[src/rtl/result_stream_reader_if.sv]
// Bundle between the result reader, the result memory read port and the downstream consumer.
// master = reader side, slave = environment (memory + consumer + start source).
interface result_stream_reader_if #(
  parameter int DW = 16,
  parameter int AW = 4
);
  logic          start;
  logic          busy;
  logic          frame_done;
  logic          mem_rd_en;
  logic [AW-1:0] mem_addr;
  logic [DW-1:0] mem_rdata;
  logic          out_valid;
  logic          out_ready;
  logic [DW-1:0] out_data;
  logic [1:0]    out_row;
  logic [1:0]    out_col;
  logic          out_last;

  modport master (
    input  start, mem_rdata, out_ready,
    output busy, frame_done, mem_rd_en, mem_addr,
           out_valid, out_data, out_row, out_col, out_last
  );

  modport slave (
    output start, mem_rdata, out_ready,
    input  busy, frame_done, mem_rd_en, mem_addr,
           out_valid, out_data, out_row, out_col, out_last
  );
endinterface

[src/rtl/result_stream_reader.sv]
// Reads one SIZE*SIZE result frame from a 1-cycle-latency memory and streams it
// row-major on valid/ready, using a 2-entry FIFO and read credits to sustain 1 word/clk.
//   state | meaning
//   IDLE  | waiting for start
//   ISSUE | issuing reads, gated by FIFO credit
//   DRAIN | all reads issued, emptying FIFO until the last handshake
module result_stream_reader #(
  parameter int SIZE = 3,
  parameter int DW   = 16,
  parameter int AW   = 4
) (
  input  logic                   clk,
  input  logic                   rst,
  result_stream_reader_if.master bus_if
);

  localparam int            NWORDS    = SIZE * SIZE;
  localparam logic [AW-1:0] LAST_ADDR = AW'(NWORDS - 1);
  localparam logic [1:0]    LAST_IDX  = 2'(SIZE - 1);

  typedef enum logic [1:0] {IDLE, ISSUE, DRAIN} state_t;

  state_t        state_q, state_d;
  logic [AW-1:0] issue_cnt_q, issue_cnt_d;
  logic          inflight_q;
  logic [DW-1:0] fifo_q [2];
  logic          wr_ptr_q, rd_ptr_q;
  logic [1:0]    count_q;
  logic [1:0]    row_q, col_q;
  logic          frame_done_q;

  logic          out_valid;
  logic          hs;
  logic          last_word;
  logic          rd_en;
  logic [2:0]    occupancy;

  assign out_valid = (count_q != 2'd0);
  assign hs        = out_valid & bus_if.out_ready;
  assign last_word = out_valid && (row_q == LAST_IDX) && (col_q == LAST_IDX);
  assign occupancy = {1'b0, count_q} + {2'b0, inflight_q};
  // A word leaving this cycle frees a slot, so it counts against occupancy.
  assign rd_en     = (state_q == ISSUE) && (occupancy < (3'd2 + {2'b0, hs}));

  always_ff @(posedge clk or posedge rst) begin
    if (rst) begin
      state_q     <= IDLE;
      issue_cnt_q <= '0;
    end else begin
      state_q     <= state_d;
      issue_cnt_q <= issue_cnt_d;
    end
  end

  always_comb begin
    state_d     = state_q;
    issue_cnt_d = issue_cnt_q;
    case (state_q)
      IDLE: begin
        issue_cnt_d = '0;
        if (bus_if.start) state_d = ISSUE;
      end
      ISSUE: begin
        if (rd_en) begin
          issue_cnt_d = issue_cnt_q + AW'(1);
          if (issue_cnt_q == LAST_ADDR) state_d = DRAIN;
        end
      end
      DRAIN: begin
        if (hs && last_word) state_d = IDLE;
      end
      default: state_d = IDLE;
    endcase
  end

  always_comb begin
    bus_if.busy       = (state_q != IDLE);
    bus_if.frame_done = frame_done_q;
    bus_if.mem_rd_en  = rd_en;
    bus_if.mem_addr   = rd_en ? issue_cnt_q : '0;
    bus_if.out_valid  = out_valid;
    bus_if.out_data   = out_valid ? fifo_q[rd_ptr_q] : '0;
    bus_if.out_row    = row_q;
    bus_if.out_col    = col_q;
    bus_if.out_last   = last_word;
  end

  always_ff @(posedge clk or posedge rst) begin
    if (rst) begin
      inflight_q   <= 1'b0;
      fifo_q[0]    <= '0;
      fifo_q[1]    <= '0;
      wr_ptr_q     <= 1'b0;
      rd_ptr_q     <= 1'b0;
      count_q      <= 2'd0;
      row_q        <= 2'd0;
      col_q        <= 2'd0;
      frame_done_q <= 1'b0;
    end else begin
      inflight_q   <= rd_en;
      frame_done_q <= (state_q == DRAIN) && hs && last_word;
      if (inflight_q) begin
        fifo_q[wr_ptr_q] <= bus_if.mem_rdata;
        wr_ptr_q         <= ~wr_ptr_q;
      end
      if (hs) rd_ptr_q <= ~rd_ptr_q;
      case ({inflight_q, hs})
        2'b10:   count_q <= count_q + 2'd1;
        2'b01:   count_q <= count_q - 2'd1;
        default: count_q <= count_q;
      endcase
      if (hs) begin
        if (col_q == LAST_IDX) begin
          col_q <= 2'd0;
          row_q <= (row_q == LAST_IDX) ? 2'd0 : row_q + 2'd1;
        end else begin
          col_q <= col_q + 2'd1;
        end
      end
    end
  end

endmodule

[src/flat_wrapper.sv]
// flat-port wrapper written by rule: the top's interface ports become plain ports
module result_stream_reader_flat 
#(
  parameter int SIZE = 3,
  parameter int DW   = 16,
  parameter int AW   = 4
)
  (clk, rst, bus_if_start, bus_if_mem_rdata, bus_if_out_ready, bus_if_busy, bus_if_frame_done, bus_if_mem_rd_en, bus_if_mem_addr, bus_if_out_valid, bus_if_out_data, bus_if_out_row, bus_if_out_col, bus_if_out_last);
  result_stream_reader_if #(.DW(DW), .AW(AW)) bus_if_i ();
  input  logic clk;
  input  logic rst;
  input wire logic [$bits(bus_if_i.start)-1:0] bus_if_start;
  input wire logic [$bits(bus_if_i.mem_rdata)-1:0] bus_if_mem_rdata;
  input wire logic [$bits(bus_if_i.out_ready)-1:0] bus_if_out_ready;
  output wire logic [$bits(bus_if_i.busy)-1:0] bus_if_busy;
  output wire logic [$bits(bus_if_i.frame_done)-1:0] bus_if_frame_done;
  output wire logic [$bits(bus_if_i.mem_rd_en)-1:0] bus_if_mem_rd_en;
  output wire logic [$bits(bus_if_i.mem_addr)-1:0] bus_if_mem_addr;
  output wire logic [$bits(bus_if_i.out_valid)-1:0] bus_if_out_valid;
  output wire logic [$bits(bus_if_i.out_data)-1:0] bus_if_out_data;
  output wire logic [$bits(bus_if_i.out_row)-1:0] bus_if_out_row;
  output wire logic [$bits(bus_if_i.out_col)-1:0] bus_if_out_col;
  output wire logic [$bits(bus_if_i.out_last)-1:0] bus_if_out_last;
  assign bus_if_i.start = bus_if_start;
  assign bus_if_i.mem_rdata = bus_if_mem_rdata;
  assign bus_if_i.out_ready = bus_if_out_ready;
  assign bus_if_busy = bus_if_i.busy;
  assign bus_if_frame_done = bus_if_i.frame_done;
  assign bus_if_mem_rd_en = bus_if_i.mem_rd_en;
  assign bus_if_mem_addr = bus_if_i.mem_addr;
  assign bus_if_out_valid = bus_if_i.out_valid;
  assign bus_if_out_data = bus_if_i.out_data;
  assign bus_if_out_row = bus_if_i.out_row;
  assign bus_if_out_col = bus_if_i.out_col;
  assign bus_if_out_last = bus_if_i.out_last;
  result_stream_reader #(.SIZE(SIZE), .DW(DW), .AW(AW)) u_core (.clk(clk), .rst(rst), .bus_if(bus_if_i));
endmodule
[config.mk]
export PLATFORM = sky130hd
export DESIGN_NAME = result_stream_reader_flat
export DESIGN_NICKNAME = d
export VERILOG_FILES = /design/src/rtl/result_stream_reader_if.sv /design/src/rtl/result_stream_reader.sv /design/src/flat_wrapper.sv
export SDC_FILE = /design/constraint.sdc
export NUM_CORES = 1
export LEC_CHECK = 0
export CAP_MARGIN = 20
export CORE_UTILIZATION = 46
export CTS_CLUSTER_DIAMETER = 150
export DETAILED_ROUTE_END_ITERATION = 8
export GPL_TIMING_DRIVEN = 0
export PLACE_DENSITY_LB_ADDON = 0.3
export SKIP_LAST_GASP = 1
export SYNTH_ARGS = -nofsm -noshare
export SYNTH_HDL_FRONTEND = slang
export SYNTH_SLANG_ARGS = --single-unit
[constraint.sdc]
create_clock -name clk -period 1.4 [get_ports clk]
set_input_delay 0.21 -clock clk [delete_from_list [all_inputs] [get_ports clk]]
set_output_delay 0.21 -clock clk [all_outputs]
set_load 0.05 [all_outputs]
==> impl_metrics.xml <==
<?xml version="1.0" encoding="UTF-8"?>
<metrics>
  <group name="synthesis">
    <metric name="synth.yosys.warnings" unit="">0</metric>
    <metric name="syn_area_per_cell" unit="um^2">12.0</metric>
    <metric name="post_synth_instance_area" unit="mm^2">0.00233</metric>
    <metric name="share_of_the_yosys_chip_area_belonging_to_registers" unit="%">51.5</metric>
    <metric name="synth_cell_types" unit="">39</metric>
    <metric name="netlist_instances" unit="">194</metric>
    <metric name="number_of_synthesized_register_bits" unit="">48</metric>
    <metric name="synth_area_leaders" unit="">sky130_fd_sc_hd__dfrtp_1 (52%), sky130_fd_sc_hd__mux2_1 (13%), sky130_fd_sc_hd__mux2i_1 (6.9%), sky130_fd_sc_hd__nor2_1 (3.7%), sky130_fd_sc_hd__mux2_2 (2.9%)</metric>
    <metric name="synth_area_leader_cell" unit="">sky130_fd_sc_hd__dfrtp_1</metric>
    <metric name="post_synth_edffs" unit="">0</metric>
    <metric name="synth_top_cell_area_share" unit="%">51.5</metric>
    <metric name="post_synth_top_flop" unit="">sky130_fd_sc_hd__dfrtp_1</metric>
    <metric name="syn-num-nets" unit="">219</metric>
    <metric name="share_of_synthesized_registers_carrying_an_async_set_or_reset" unit="%">100</metric>
  </group>
  <group name="sta">
    <metric name="final_period_utilization" unit="%">140</metric>
    <metric name="timing.final.hold_violations" unit="">0</metric>
    <metric name="max_slew.worst_pin.slew" unit="ps">493</metric>
    <metric name="fmax" unit="GHz">0.512</metric>
    <metric name="hold_ws" unit="ps">131</metric>
    <metric name="rsz_0062_raised_after_global_routing" unit="">yes</metric>
    <metric name="layout_setup_ws" unit="ps">-554</metric>
    <metric name="clock_skew" unit="ps">10.0</metric>
    <metric name="finalWorstPathRequiredPeriod" unit="ps">1950</metric>
    <metric name="report.final.slew_viol_count" unit="">0</metric>
    <metric name="timing.max_slew.rel_slack" unit="%">67.3</metric>
    <metric name="setup_violations" unit="">33</metric>
  </group>
  <group name="floorplanning">
    <metric name="fp.coreArea" unit="mm^2">0.00479</metric>
    <metric name="placement_rows" unit="">25</metric>
    <metric name="die-height" unit="um">73.2</metric>
    <metric name="fp.dieW" unit="um">73.2</metric>
    <metric name="die_area" unit="mm^2">0.00536</metric>
    <metric name="initial_utilization" unit="%">48.7</metric>
    <metric name="count_of_boundary_i_o_pins" unit="">49</metric>
  </group>
  <group name="finish">
    <metric name="area_of_the_multi_input_gates" unit="mm^2">0.00142</metric>
    <metric name="finish.instance_area" unit="mm^2">0.00378</metric>
    <metric name="layout.cells.most_common" unit="">sky130_fd_sc_hd__dfrtp_1</metric>
    <metric name="finalNetCount" unit="">303</metric>
    <metric name="antenna_cells" unit="">0</metric>
    <metric name="final_cells" unit="">346</metric>
    <metric name="final_layout_size_suffix_gt1_share" unit="%">48.0</metric>
    <metric name="filler_cell_count" unit="">275</metric>
    <metric name="area_growth" unit="%">62.2</metric>
    <metric name="sequential_cell_area" unit="mm^2">0.00120</metric>
    <metric name="mostFrequentLayoutCells" unit="">sky130_fd_sc_hd__dfrtp_1 (45), sky130_fd_sc_hd__buf_6 (27), sky130_fd_sc_hd__mux2_1 (27)</metric>
  </group>
  <group name="critical_path">
    <metric name="cp-start-kind" unit="">flop</metric>
    <metric name="category_of_the_critical_setup_timing_path" unit="">reg -&gt; out</metric>
    <metric name="worst-path-max-fanout" unit="">4</metric>
    <metric name="critical_path.endpoint" unit="">bus_if_mem_addr[2]</metric>
    <metric name="regToRegSetupSlack" unit="ps">-400</metric>
    <metric name="critical_path.startpoint" unit="">u_core.count_q[0]</metric>
    <metric name="r2r_cells" unit="">9</metric>
    <metric name="reg2reg_from" unit="">u_core.count_q[0]</metric>
    <metric name="cp_data_arrival_time" unit="ps">1740</metric>
    <metric name="endpoint_kind" unit="">primary output</metric>
    <metric name="r2r-end" unit="">u_core.count_q[1]</metric>
    <metric name="critPathRequiredTime" unit="ps">1190</metric>
  </group>
  <group name="placement">
    <metric name="placedInstanceArea" unit="mm^2">0.00313</metric>
    <metric name="buffer_ports.inserted" unit="">48</metric>
    <metric name="place.detailed.hpwl" unit="um">3440</metric>
    <metric name="place_inst" unit="">310</metric>
    <metric name="routabilityCongestion" unit="">0.785</metric>
  </group>
  <group name="worst_hold_path">
    <metric name="worstHoldPathType" unit="">in -&gt; async</metric>
  </group>
  <group name="clock_tree">
    <metric name="clock_latency_of_the_later_clocked_register_in_the_worst_skew_pair" unit="ps">300</metric>
    <metric name="numClockSinks" unit="">48</metric>
    <metric name="holdBufCountCts" unit="">0</metric>
    <metric name="tritoncts" unit="">yes</metric>
    <metric name="clkSlewWorstSetupHoldPaths" unit="ps">90</metric>
    <metric name="clk_root_buffer_cell" unit="">sky130_fd_sc_hd__clkbuf_8</metric>
    <metric name="cts_buffer_depth" unit="">2</metric>
    <metric name="h-tree-depth" unit="">2</metric>
    <metric name="cts_buf_count" unit="">5</metric>
  </group>
  <group name="global_routing">
    <metric name="global_route.usage.total" unit="%">22.9</metric>
    <metric name="grt_max_degree" unit="">41</metric>
    <metric name="grt-ovfl-total" unit="">0</metric>
    <metric name="grt_antenna_before_repair" unit="">0</metric>
    <metric name="vias_in_the_first_global_route" unit="">1801</metric>
    <metric name="grt_first_pass_wirelength" unit="um">8900</metric>
  </group>
  <group name="status">
    <metric name="status" unit="">finished, violations left</metric>
    <metric name="failed_checks" unit="">setup timing</metric>
  </group>
  <group name="drt">
    <metric name="firstDrtPassIters" unit="">4</metric>
    <metric name="drc_viols" unit="">0</metric>
    <metric name="residual_antenna_violating_net_count_after_detailed_routing" unit="">0</metric>
    <metric name="wirelength" unit="um">5860</metric>
    <metric name="viasPerCell" unit="">5.26</metric>
    <metric name="wl_per_cell" unit="um">16.9</metric>
    <metric name="first_iter_violations" unit="">75</metric>
    <metric name="detailroute.via_count" unit="">1819</metric>
  </group>
  <group name="run">
    <metric name="maxCapViolations" unit="">0</metric>
  </group>
</metrics>
[per-layer routing]
metal | GRT usage [%] | share of wire (%) | vias up
met4 | 8.06 | 1.6 | 0
met2 | 39.9 | 53 | 44
met1 | 28.4 | 42 | 920
met3 | 4.14 | 3.9 | 9
li1 | - | - | 846
met5 | 0 | 0 | -
[worst min-delay path by stage]
stage,start,endpoint,slack [ps],cells past startpoint
after floorplan,bus_if_mem_rdata[0],u_core.fifo_q[0],340,1
after global placement,u_core.wr_ptr_q,u_core.wr_ptr_q,470,1
after detailed placement,rst,u_core.fifo_q[27],460,2
final,rst,u_core.inflight_q,130,2
after CTS,rst,u_core.inflight_q,130,2
after global routing,rst,u_core.inflight_q,150,2
[synth_stat cells, drive strengths merged (2+ instances only)]
cell type / count
and3: 2
buf: 6
clkbuf: 3
dfrtp: 48
ha: 5
inv: 7
mux2: 33
mux2i: 16
nand2: 10
nand2b: 4
nand3: 4
nor2: 25
nor3: 4
o211ai: 3
o21ai: 4
o311ai: 2
xnor2: 3
xor2: 2
[logic make-up (layout without fill, tap and decap cells)]
kind of cell             Yosys count  in the layout  share of synthesized area, %
AND/OR/NAND/NOR                   55             56                          11.7
adder cells (fa/ha/maj)            5              5                          2.68
AO/OA/AOI/OAI                     16             16                          6.28
XOR/XNOR                           5              5                          1.88
buffers and inverters             16            100                          3.17
multiplexers                      49             49                          22.8
flip-flops                        48             48                          51.5
[area by class of cell]
cell class              count  area share, %
plain buffers               7           2.84
clock buffers               8           2.38
inverters                   7          0.794
multi-input cells         131           37.6
flip-flops and latches     48           31.9
well taps                  67           2.22
repair buffers             78           22.3
[sequential cells by signal, indices dropped and copies added, names as in the netlist]
| signal | count |
|---|---|
| u_core.bus_if.out_row | 2 |
| u_core.fifo_q | 32 |
| u_core.bus_if.frame_done | 1 |
| u_core.state_q | 2 |
| u_core.issue_cnt_q | 4 |
| u_core.count_q | 2 |
| u_core.rd_ptr_q | 1 |
| u_core.inflight_q | 1 |
| u_core.wr_ptr_q | 1 |
| u_core.bus_if.out_col | 2 |
[repair_timing]
| action | 4_1_cts | 5_1_grt |
|---|---|---|
| endpoints found under the setup margin | 57 | 56 |
| resized for setup | 211 | 31 |
| pin swaps | 8 | 11 |
| setup buffers | 15 | 11 |
| cloned | 4 | 1 |
[through the flow]
stage | util (%) | TNS [ps] | setup slack [ps]
2_1_floorplan | - | -2310 | -376
3_3_place_gp | 65.1 | -61680 | -1100
3_5_place_dp | 65.5 | -21160 | -1110
4_1_cts | 75.4 | -8460 | -541
5_1_grt | 79.0 | -10480 | -631
6_report | 79.0 | -8600 | -554
[critical path, stage by stage (launching register included)]
cell                      delay [ps]
sky130_fd_sc_hd__dfrtp_1         400
sky130_fd_sc_hd__ha_2            210
sky130_fd_sc_hd__ha_4            230
sky130_fd_sc_hd__o21a_4          130
sky130_fd_sc_hd__nor2_4          130
sky130_fd_sc_hd__and3_4          200
sky130_fd_sc_hd__buf_8           140
Power is not shown: default switching activity piles up to over one toggle a cycle in this logic, so the estimate is an artifact.
